`config.mk`:
```
export PLATFORM = sky130hd
export DESIGN_NAME = alu
export DESIGN_NICKNAME = d
export VERILOG_FILES = /design/src/rtl/alu_pkg.sv /design/src/rtl/alu_adder.sv /design/src/rtl/alu.sv
export SDC_FILE = /design/constraint.sdc
export NUM_CORES = 1
export LEC_CHECK = 0
export CORE_MARGIN = 2
export CORE_UTILIZATION = 54
export DETAILED_ROUTE_END_ITERATION = 8
export GPL_ROUTABILITY_DRIVEN = 0
export MAX_ROUTING_LAYER = met4
export PLACE_DENSITY = 0.88
export RECOVER_POWER = 25
export SYNTH_ARGS = -nofsm -noshare
export SYNTH_HDL_FRONTEND = slang
export SYNTH_HIERARCHICAL = 1
export SYNTH_SLANG_ARGS = --single-unit
```
`constraint.sdc`:
```
create_clock -name clk -period 7.5 [get_ports clk]
set_clock_uncertainty 0.2 [all_clocks]
set_input_delay 1.875 -clock clk [delete_from_list [all_inputs] [get_ports clk]]
set_output_delay 1.875 -clock clk [all_outputs]
set_load 0.01 [all_outputs]
```
`src/rtl/alu_pkg.sv`:
```
// Shared ALU definitions: default operand width and opcode encodings.
// Used by the RTL decoder and by the testbench model.
package alu_pkg;

    localparam int ALU_DATA_WIDTH = 32;

    typedef enum logic [2:0] {
        OP_AND = 3'b000,
        OP_OR  = 3'b001,
        OP_ADD = 3'b010,
        OP_SUB = 3'b110,
        OP_SLT = 3'b111
    } alu_op_e;

endpackage

```
`src/rtl/alu_adder.sv`:
```
// Ripple-free behavioural adder with carry-in, carry-out and signed overflow.
// Shared by ADD, SUB and SLT; the caller pre-inverts B for subtraction.
module alu_adder #(
    parameter int DATA_WIDTH = 32
) (
    input  logic [DATA_WIDTH-1:0] i_a,
    input  logic [DATA_WIDTH-1:0] i_b,
    input  logic                  i_cin,
    output logic [DATA_WIDTH-1:0] o_sum,
    output logic                  o_cout,
    output logic                  o_ovf
);

    logic [DATA_WIDTH:0] w_full;

    assign w_full = {1'b0, i_a} + {1'b0, i_b} + {{DATA_WIDTH{1'b0}}, i_cin};
    assign o_sum  = w_full[DATA_WIDTH-1:0];
    assign o_cout = w_full[DATA_WIDTH];
    // Operands agree in sign but the sum does not: signed wrap.
    assign o_ovf  = (i_a[DATA_WIDTH-1] == i_b[DATA_WIDTH-1]) &&
                    (o_sum[DATA_WIDTH-1] != i_a[DATA_WIDTH-1]);

endmodule

```
`src/rtl/alu.sv`:
```
// Single-cycle-latency ALU: opcode mux over a shared adder, with all
// outputs registered and a synchronous active-high reset.
module alu
    import alu_pkg::*;
#(
    parameter int DATA_WIDTH = ALU_DATA_WIDTH
) (
    input  logic                  clk,
    input  logic                  rst,
    input  logic [DATA_WIDTH-1:0] A,
    input  logic [DATA_WIDTH-1:0] B,
    input  logic [2:0]            ALUop,
    output logic [DATA_WIDTH-1:0] Result,
    output logic                  Overflow,
    output logic                  CarryOut,
    output logic                  Zero
);

    logic                  w_sub;
    logic [DATA_WIDTH-1:0] w_b_in;
    logic [DATA_WIDTH-1:0] w_sum;
    logic                  w_cout;
    logic                  w_ovf;
    logic [DATA_WIDTH-1:0] w_result;
    logic                  w_flag_v;
    logic                  w_flag_c;

    logic [DATA_WIDTH-1:0] r_result;
    logic                  r_ovf;
    logic                  r_carry;
    logic                  r_zero;

    // SUB and SLT both compute A + ~B + 1.
    assign w_sub  = (ALUop == OP_SUB) || (ALUop == OP_SLT);
    assign w_b_in = w_sub ? ~B : B;

    alu_adder #(.DATA_WIDTH(DATA_WIDTH)) u_adder (
        .i_a    (A),
        .i_b    (w_b_in),
        .i_cin  (w_sub),
        .o_sum  (w_sum),
        .o_cout (w_cout),
        .o_ovf  (w_ovf)
    );

    always_comb begin
        w_result = '0;
        w_flag_v = 1'b0;
        w_flag_c = 1'b0;
        case (ALUop)
            OP_AND: w_result = A & B;
            OP_OR:  w_result = A | B;
            OP_ADD: begin
                w_result = w_sum;
                w_flag_v = w_ovf;
                w_flag_c = w_cout;
            end
            OP_SUB: begin
                w_result = w_sum;
                w_flag_v = w_ovf;
                // No carry out of A + ~B + 1 means a borrow occurred.
                w_flag_c = ~w_cout;
            end
            OP_SLT: w_result = {{(DATA_WIDTH-1){1'b0}}, w_sum[DATA_WIDTH-1] ^ w_ovf};
            default: w_result = '0;
        endcase
    end

    always_ff @(posedge clk) begin
        if (rst) begin
            r_result <= '0;
            r_ovf    <= 1'b0;
            r_carry  <= 1'b0;
            r_zero   <= 1'b1;
        end else begin
            r_result <= w_result;
            r_ovf    <= w_flag_v;
            r_carry  <= w_flag_c;
            r_zero   <= (w_result == '0);
        end
    end

    assign Result   = r_result;
    assign Overflow = r_ovf;
    assign CarryOut = r_carry;
    assign Zero     = r_zero;

endmodule

```
==> impl_metrics.csv, run 1 <==
group,metric,value,unit
grt,met3_usage,5.37,%
logic_synthesis,synth-edff-count,0,
worst_setup_path,slowest_delay,0.53,ns
route,drt-total-wl,11.9,mm
route,initialDrtViolationCount,392,
floorplanning,rows,30,
sta,setup_viol,0,
grt,antenna_found_initial,0,
grt,gr-usage-all-layers,31.1,%
worst_setup_path,crit_buf_inv,3,
logic_synthesis,yosysWarnings,6,
worst_setup_path,critPathMostFrequentCell,"fa_1",
final_layout,final_common_cell,"clkdlybuf4s50_1",
worst_setup_path,startpoint_type,"input port",
logic_synthesis,syn-num-nets,568,
clock_network,ctsResizeCount,0,
sta,relSlewSlack,58.0,%
worst_setup_path,path_cells,"clkdlybuf4s50_1, nand2_2, buf_4, inv_2, fa_1, fa_1, a21o_1, a221o_1, a21oi_1, o211ai_1, nor4_1, nor3_1, a22oi_1, nand4_1, nor2_1, a31o_1",
clock_network,cts_buffer_depth,2,
power_and_ir_drop,seqPwrFrac,25.5,%
grt,gr-total-overflow,0,
worst_setup_path,critical_path.max_fanout,18,
place,dp.cells,646,
grt,grt_pass1_vias,3921,
final_layout,fin_nets,659,
power_and_ir_drop,p_per_area,162,nW/um2
final_layout,layoutNonFillerInstCount,654,
sta,fmax,0.154,GHz
place,hpwl,9.09,mm
floorplanning,ios,104,
logic_synthesis,synth_top_flop_cell,"dfxtp_1",
logic_synthesis,async_flop_share,0,%
grt,use_met2,53.5,%
floorplanning,coreArea,6790,um2
sta,setup_tns,0,ns
place,io_buffers,103,
worst_setup_path,critPathArrivalTime,6.55,ns
worst_setup_path,cp-end-kind,"register",
sta,worst_pin_slew,0.630,ns
power_and_ir_drop,intPower,0.000471,W
floorplanning,initial_core_util,55.9,%
final_layout,utilization,72.8,%
clock_network,clk_pin_slew,0.08,ns
power_and_ir_drop,swShare,41.2,%
job,drv_cap,0,
sta,slew_viol_final,0,
logic_synthesis,synth_cell_type_count,58,
logic_synthesis,syn_area,3800,um2
min_path,hp-start,"ALUop[2]",
sta,post-route-period-util,86.7,%
sta,fin_crit,6.50,ns
worst_setup_path,required,7.55,ns
power_and_ir_drop,p_clk_share,17.6,%
grt,grt_pass1_wl,18.4,mm
clock_network,cts_hold_buf,0,
min_path,hold_class,"input port to register",
clock_network,cts_tree,"done",
worst_setup_path,crit_path_start,"ALUop[1]",
final_layout,drive_gt1_share,7.89,%
sta,hold_violations,0,
clock_network,clockRootBuffer,"clkbuf_8",
sta,rsz0062_at_grt,"no",
outcome,outcome,"complete, no violations",
final_layout,num_antenna_cells,0,
clock_network,clock_sinks,35,
floorplanning,die_area,7720,um2
worst_setup_path,crit_family,"compound AO/OA/AOI/OAI gates",
logic_synthesis,postSynthAreaPerCell,8.15,um2
clock_network,htree_levels,2,
power_and_ir_drop,netSwitchingPower,0.000331,W
worst_setup_path,setup.worst_path.end,"Zero$_SDFF_PP1_",
power_and_ir_drop,leakage,1.93,nW
clock_network,post_cts_buffers,0,
route,drcViolationCount,0,
grt,grt_start_max_net_pins,36,
worst_setup_path,cp.depth,16,
route,viasPerCell,6.46,
clock_network,cts_made_buffers,5,
power_and_ir_drop,comb_power_share,56.9,%
worst_setup_path,crit_slowest_cell,"clkdlybuf4s50_1",
final_layout,mostFrequentLayoutCells,"86 x clkdlybuf4s50_1, 53 x xnor2_1, 43 x nor2_1",
logic_synthesis,yosysSeqAreaShare,18.5,%
route,routedWlPerCell,18.2,um
worst_setup_path,crit_type,"input port to register",
grt,use_met1,35.8,%
logic_synthesis,synth_cells,466,
logic_synthesis,ys_seq_elements,35,
power_and_ir_drop,peakVddDrop,0.0865,mV
route,final_antenna_net_count,0,
floorplanning,die-width,87.9,um
route,dr.pass1.iters,5,
sta,timing.hold.ws,2.20,ns
final_layout,syn_to_final_growth,30.3,%
floorplanning,die_h,87.9,um
route,via_count,4222,
grt,grt.busiest_layer,"met2",
==> flip-flops by register name (all words and copies together) (netlist names) <==
register / count
Zero: 1
Overflow: 1
CarryOut: 1
Result: 32
==> tightest hold or removal path, cell delays in order <==
cell             delay (ns)
clkdlybuf4s50_1        0.51
xnor2_1                0.21
nor3b_1                0.05
==> cells in the mapped netlist (3+ instances only) <==
master	number	area, um2
a31oi_1	5	31.3
and2_1	4	25.0
maj3_2	16	180
o221ai_1	4	35.0
nor2_1	44	165
ha_1	31	388
nand3_1	11	55.1
maj3_1	15	150
and3_1	5	31.3
xor2_1	8	70.1
nor3_1	8	40.0
dfxtp_1	35	701
o21ai_1	8	40.0
buf_2	9	45.0
o211ai_1	5	37.5
a22oi_1	23	173
a221oi_1	3	26.3
o21bai_1	6	45.0
or4_1	3	22.5
a22oi_2	8	100
a21oi_1	37	185
clkbuf_1	9	33.8
xnor2_1	53	464
o21ai_0	6	30.0
inv_1	11	41.3
buf_6	3	33.8
nand4_1	13	81.3
a21o_1	10	75.1
nor2b_1	3	18.8
nand2_1	29	109
==> worst min-delay path by stage <==
stage                            end  slack, ns  cells after the start
4_1_cts        Result[18]$_SDFF_PP0_       2.20                      3
2_1_floorplan    CarryOut$_SDFF_PP0_       1.86                      2
3_3_place_gp               Result[1]       2.41                      1
5_1_grt         Result[8]$_SDFF_PP0_       2.22                      3
6_report         CarryOut$_SDFF_PP0_       2.20                      3
3_5_place_dp               Result[2]       2.41                      1
==> per-stage QoR <==
stage	worst slack, ns	power (W)	cell area [um2]
2_1_floorplan	2.18	0.000508	3800
3_3_place_gp	1.05	0.000636	4860
3_5_place_dp	0.847	0.000650	4860
4_1_cts	1.12	0.000792	4950
5_1_grt	0.855	0.000842	4950
6_report	1.00	0.000802	4950
==> routing by layer <==
layer	up-vias	part of all wire, %
li1	1918	-
met1	1938	38
met2	306	48
met3	60	9.5
met4	0	4.4
met5	-	0
==> cells by family (layout without fill, tap and decap cells) <==
logic type / Yosys count / count (layout) / synth area share, %
adder cells (fa/ha/maj): 64 / 64 / 20.0
buffers and inverters: 36 / 128 / 4.65
multiplexers: 2 / 2 / 0.560
flip-flops: 35 / 35 / 18.5
AND/OR/NAND/NOR: 133 / 133 / 16.9
XOR/XNOR: 61 / 61 / 14.1
AO/OA/AOI/OAI: 135 / 135 / 25.4
==> area by class of cell <==
cell class	count	area, um2
fillers	518	1850
flip-flops and latches	35	701
inverters	12	45.0
well taps	96	120
multi-input cells	395	2930
clock inverters	2	12.5
clock buffers	6	72.6
repair buffers	108	1070
==> power by group through the flow <==
stage | Sequential, W | Clock [W] | Combinational [W]
2_1_floorplan | 0.000217 | 0 | 0.000292
5_1_grt | 0.000206 | 0.000150 | 0.000487
6_report | 0.000204 | 0.000141 | 0.000456
3_3_place_gp | 0.000209 | 0 | 0.000428
4_1_cts | 0.000205 | 0.000142 | 0.000445
3_5_place_dp | 0.000209 | 0 | 0.000441
(Power assumes the default switching activity.)
==> run 2: changes to the inputs <==
- CORE_UTILIZATION: 54 -> 25
- PLACE_DENSITY: 0.88 -> default
- TNS_END_PERCENT: default -> 20
==> run 2 against run 1 <==
Worst hold slack got worse by 0.013 ns. Sequential power about the same. Highest routed layer unchanged. Critical path depth shrank 1. Total power rose by 15%. Largest power group unchanged. Largest cell class unchanged.
==> impl_metrics.csv, run 2 (synthesis gave the netlist of run 1 again) <==
group,metric,value,unit
grt,gr-usage-all-layers,15.3,%
power_and_ir_drop,comb_power_share,48.2,%
route,via_count,3902,
final_layout,drive_gt1_share,7.90,%
place,io_buffers,103,
grt,grt_start_max_net_pins,36,
worst_setup_path,cp-end-kind,"register",
route,dr.pass1.iters,5,
worst_setup_path,path_cells,"clkdlybuf4s50_1, nand2_2, xnor2_1, fa_1, fa_1, a21o_1, a221o_1, a21oi_1, o21a_1, o21ai_1, xnor2_1, a22oi_1, nand4_1, nor4_1, a31o_1",
route,viasPerCell,5.24,
worst_setup_path,slowest_delay,0.59,ns
place,pre_cts_slack,0.871,ns
route,drcViolationCount,0,
floorplanning,die-width,127,um
power_and_ir_drop,seqPwrFrac,22.3,%
final_layout,num_antenna_cells,0,
sta,worst_slack,1.11,ns
clock_network,cts_buffer_depth,2,
worst_setup_path,startpoint_type,"input port",
final_layout,regArea,701,um2
route,final_antenna_net_count,0,
route,routed.top_layer,"met4",
power_and_ir_drop,p_per_area,179,nW/um2
worst_setup_path,crit_slowest_cell,"clkdlybuf4s50_1",
floorplanning,coreArea,15000,um2
worst_setup_path,crit_type,"input port to register",
route,met2WireLength,5.46,mm
sta,post-route-period-util,85.2,%
power_and_ir_drop,peakVddDrop,0.0760,mV
sta,rsz0062_at_grt,"no",
power_and_ir_drop,swShare,35.4,%
floorplanning,ios,104,
grt,grt_pass1_wl,19.4,mm
grt,antenna_found_initial,0,
sta,setup_tns,0,ns
clock_network,ctsResizeCount,0,
worst_setup_path,critical_path.max_fanout,20,
final_layout,fin_nets,658,
route,routedWlPerCell,16.5,um
final_layout,nFillCells,1570,
worst_setup_path,crit_buf_inv,1,
route,initialDrtViolationCount,325,
worst_setup_path,required,7.53,ns
clock_network,clockRootBuffer,"clkbuf_16",
route,drt-total-wl,12.3,mm
final_layout,mostFrequentLayoutCells,"86 x clkdlybuf4s50_1, 53 x xnor2_1, 43 x nor2_1",
outcome,outcome,"complete, no violations",
final_layout,multi_input_area,2930,um2
clock_network,clock_sinks,35,
worst_setup_path,crit_family,"compound AO/OA/AOI/OAI gates",
sta,timing.hold.ws,2.18,ns
sta,fmax,0.156,GHz
power_and_ir_drop,netSwitchingPower,0.000326,W
power_and_ir_drop,intPower,0.000597,W
grt,grt_pass1_vias,3771,
sta,slew_viol_final,0,
final_layout,syn_to_final_growth,36.1,%
worst_setup_path,critPathArrivalTime,6.42,ns
sta,worst_pin_slew,0.892,ns
final_layout,final_common_cell,"clkdlybuf4s50_1",
final_layout,largest_register_ffs,32,
route,wl_met1,5.75,mm
floorplanning,rows,45,
power_and_ir_drop,p_clk_share,29.5,%
sta,fin_crit,6.39,ns
final_layout,stdcell_area,5170,um2
floorplanning,initial_core_util,25.3,%
clock_network,post_cts_buffers,0,
clock_network,htree_levels,2,
sta,relSlewSlack,40.4,%
sta,setup_viol,0,
route,dr_wl_met3,930,um
floorplanning,die_h,127,um
min_path,hold_class,"input port to register",
sta,hold_violations,0,
power_and_ir_drop,leakage,1.97,nW
clock_network,cts_made_buffers,5,
place,dpl_cell_area,4970,um2
clock_network,cts_hold_buf,0,
place,hpwl,9.87,mm
clock_network,clk_pin_slew,0.06,ns
floorplanning,die_area,16200,um2
clock_network,cts_tree,"done",
grt,gr-total-overflow,0,
job,drv_cap,0,
-- run 2: changes by cell type in the layout (fill, tap and decap cells not counted), sizes merged --
cell    previous run  this run
bufinv             0         2
clkinv             1         0
clkbuf             6         5
buf                5         4
-- run 2: routing by layer --
layer  up-vias  GRT usage [%]
met1      1821           20.8
li1       1906              -
met2       160           24.1
met4         0           3.36
met3        15           2.43
met5         -              -
-- run 2: through the flow --
stage / util, % / cells / total power [W]
after global routing: 34.4 / 745 / 0.000979
final: 34.4 / 745 / 0.000923
after global placement: 33.1 / 737 / 0.000646
after floorplan: - / 466 / 0.000508
after detailed placement: 33.1 / 737 / 0.000650
after CTS: 34.4 / 745 / 0.000926
-- run 2: path summary, 6_finish.rpt --
kind | from | endpoint | slack (ns) | cells after the start
max | ALUop[1] | Zero$_SDFF_PP1_ | 1.11 | 15
min | ALUop[2] | CarryOut$_SDFF_PP0_ | 2.18 | 3
-- run 2: final cells by class --
cell class	count	share of cell area (%)
Inverter	12	0.872
Clock inverter	3	1.31
Clock buffer	5	2.42
Sequential cell	35	13.6
Tap cell	188	4.55
Timing Repair Buffer	107	20.5
Multi-Input combinational cell	395	56.8
-- run 2: power by group through the flow --
stage                     clock, W  combinational, W  sequential (W)
after CTS                 0.000276          0.000444        0.000206
after floorplan                  0          0.000292        0.000217
after global placement           0          0.000436        0.000210
after global routing      0.000284          0.000488        0.000207
final                     0.000272          0.000445        0.000206
after detailed placement         0          0.000440        0.000210
==> run 3: changes to the inputs <==
- CELL_PAD_IN_SITES_DETAIL_PLACEMENT: default -> 2
- CELL_PAD_IN_SITES_GLOBAL_PLACEMENT: default -> 2
- PLACE_DENSITY_LB_ADDON: default -> 0.1
- RECOVER_POWER: 25 -> 50
==> run 3 against run 2 <==
Sequential power hardly changed. Global-route usage rose by 3.8 points. Non-clock buffer count is the same. Final area shrank 0.99%. First-iteration DRC count down 55%. Largest cell class unchanged. Clock-buffer cell count grew 1. Sequential cell count is the same. Clock power shrank 21%.
==> impl_metrics.csv, run 3 (synthesis gave the netlist of run 1 again) <==
group,metric,value,unit
place,dp.cells,737,
clock_network,htree_levels,2,
final_layout,mostFrequentLayoutCells,"68 x clkdlybuf4s50_1, 53 x xnor2_1, 43 x nor2_1",
power_and_ir_drop,p_clk_share,24.5,%
power_and_ir_drop,p_per_area,172,nW/um2
grt,grt_pass1_wl,23.7,mm
place,io_buffers,103,
floorplanning,die-width,127,um
power_and_ir_drop,intPower,0.000526,W
sta,timing.hold.ws,2.23,ns
sta,post-route-period-util,92.2,%
final_layout,layoutNonFillerInstCount,745,
grt,gr-usage-all-layers,19.2,%
sta,worst_pin_slew,1.02,ns
power_and_ir_drop,seqPwrFrac,23.3,%
power_and_ir_drop,peakVddDrop,0.0731,mV
clock_network,clk_pin_slew,0.06,ns
power_and_ir_drop,total_power,0.000879,W
worst_setup_path,slowest_delay,0.63,ns
clock_network,post_cts_buffers,0,
route,via_count,3863,
power_and_ir_drop,leakage,2.00,nW
route,dr_wl_met3,523,um
worst_setup_path,required,7.53,ns
route,drt-total-wl,14.9,mm
sta,rsz0062_at_grt,"no",
final_layout,num_antenna_cells,0,
place,hpwl,12.0,mm
min_path,hold_class,"input port to register",
route,wl_met1,7.09,mm
worst_setup_path,critPathMostFrequentCell,"fa_1",
worst_setup_path,startpoint_type,"input port",
grt,antenna_found_initial,0,
min_path,whs_endpoint,"CarryOut$_SDFF_PP0_",
clock_network,clock_sinks,35,
final_layout,drive_gt1_share,7.72,%
sta,worst_slack,0.582,ns
worst_setup_path,critical_path.max_fanout,22,
route,drcViolationCount,0,
worst_setup_path,crit_type,"input port to register",
route,routedWlPerCell,20.0,um
power_and_ir_drop,comb_power_share,52.3,%
power_and_ir_drop,swShare,40.1,%
floorplanning,rows,45,
route,initialDrtViolationCount,146,
sta,fin_crit,6.92,ns
worst_setup_path,crit_family,"compound AO/OA/AOI/OAI gates",
sta,setup_viol,0,
final_layout,final_common_cell,"clkdlybuf4s50_1",
route,met2WireLength,7.13,mm
sta,relSlewSlack,31.8,%
grt,grt_pass1_vias,4266,
min_path,hp-start,"ALUop[2]",
floorplanning,die_area,16200,um2
clock_network,cts_hold_buf,0,
final_layout,syn_to_final_growth,34.7,%
clock_network,cts_buffer_depth,2,
sta,hold_violations,0,
power_and_ir_drop,netSwitchingPower,0.000352,W
final_layout,largest_register_ffs,32,
clock_network,cts_tree,"done",
route,final_antenna_net_count,0,
worst_setup_path,critPathArrivalTime,6.95,ns
worst_setup_path,crit_slowest_cell,"clkdlybuf4s50_1",
route,routed.top_layer,"met4",
sta,slew_viol_final,0,
outcome,outcome,"complete, no violations",
floorplanning,ios,104,
floorplanning,coreArea,15000,um2
clock_network,clockRootBuffer,"clkbuf_16",
grt,gr-total-overflow,0,
worst_setup_path,cp-end-kind,"register",
floorplanning,initial_core_util,25.3,%
worst_setup_path,crit_buf_inv,1,
sta,setup_tns,0,ns
route,dr.pass1.iters,4,
place,pre_cts_slack,0.252,ns
sta,fmax,0.145,GHz
clock_network,ctsResizeCount,0,
route,viasPerCell,5.19,
grt,grt_start_max_net_pins,36,
final_layout,fin_nets,658,
worst_setup_path,cp.depth,15,
clock_network,cts_made_buffers,5,
job,drv_cap,0,
floorplanning,die_h,127,um
min_path,whs_path_depth,3,
worst_setup_path,path_cells,"clkdlybuf4s50_1, nand2_2, xnor2_1, fa_1, fa_1, a21o_1, a221o_1, a21oi_1, o21a_1, o21ai_1, xor2_1, a22oi_2, nand4_1, nor4_1, a31o_1",
[run 3: cell types whose count changed in the layout (fill, tap and decap cells not counted)]
cell             previous run  this run
bufinv_16                   2         0
clkbuf_1                    0         1
clkdlybuf4s50_1            86        68
clkinv_2                    0         1
dlygate4sd3_1              17        35
nor2_2                      1         0
nor2_4                      0         1
nor2b_2                     0         1
nor2b_4                     1         0
[run 3: how the worst max path moves through the flow]
| stage | slack, ns | startpoint | to |
|---|---|---|---|
| 3_3_place_gp | 0.40 | ALUop[1] | Zero$_SDFF_PP1_ |
| 3_5_place_dp | 0.25 | ALUop[1] | Zero$_SDFF_PP1_ |
| 6_report | 0.58 | ALUop[1] | Zero$_SDFF_PP1_ |
| 2_1_floorplan | 2.18 | ALUop[2] | Zero$_SDFF_PP1_ |
| 5_1_grt | 0.36 | ALUop[1] | Zero$_SDFF_PP1_ |
| 4_1_cts | 0.55 | ALUop[1] | Zero$_SDFF_PP1_ |
[run 3: final cells by class]
type                            count  area, um2
Clock inverter                      2       12.5
Clock buffer                        6        129
Tap cell                          188        235
Inverter                           12       45.0
Multi-Input combinational cell    395       2930
Fill cell                        1707       9920
Timing Repair Buffer              107       1060
Sequential cell                    35        701
[run 3: metal layers]
layer  up-vias  global-route usage (%)
li1       1905                       -
met5         -                       -
met2        78                    32.7
met4         0                    2.84
met3         8                    2.64
met1      1872                    24.7
[run 3: power groups by stage]
| stage | sequential (W) | combinational [W] | clock, W |
|---|---|---|---|
| after floorplan | 0.000217 | 0.000292 | 0 |
| after global placement | 0.000209 | 0.000458 | 0 |
| after detailed placement | 0.000210 | 0.000466 | 0 |
| after CTS | 0.000206 | 0.000469 | 0.000225 |
| after global routing | 0.000206 | 0.000505 | 0.000232 |
| final | 0.000204 | 0.000459 | 0.000215 |
[run 3: metrics by stage]
| stage | instance area [um2] | utilization (%) |
|---|---|---|
| 3_3_place_gp | 4970 | 33.1 |
| 3_5_place_dp | 4970 | 33.1 |
| 5_1_grt | 5120 | 34.0 |
| 4_1_cts | 5120 | 34.0 |
| 6_report | 5120 | 34.0 |
| 2_1_floorplan | 3800 | - |
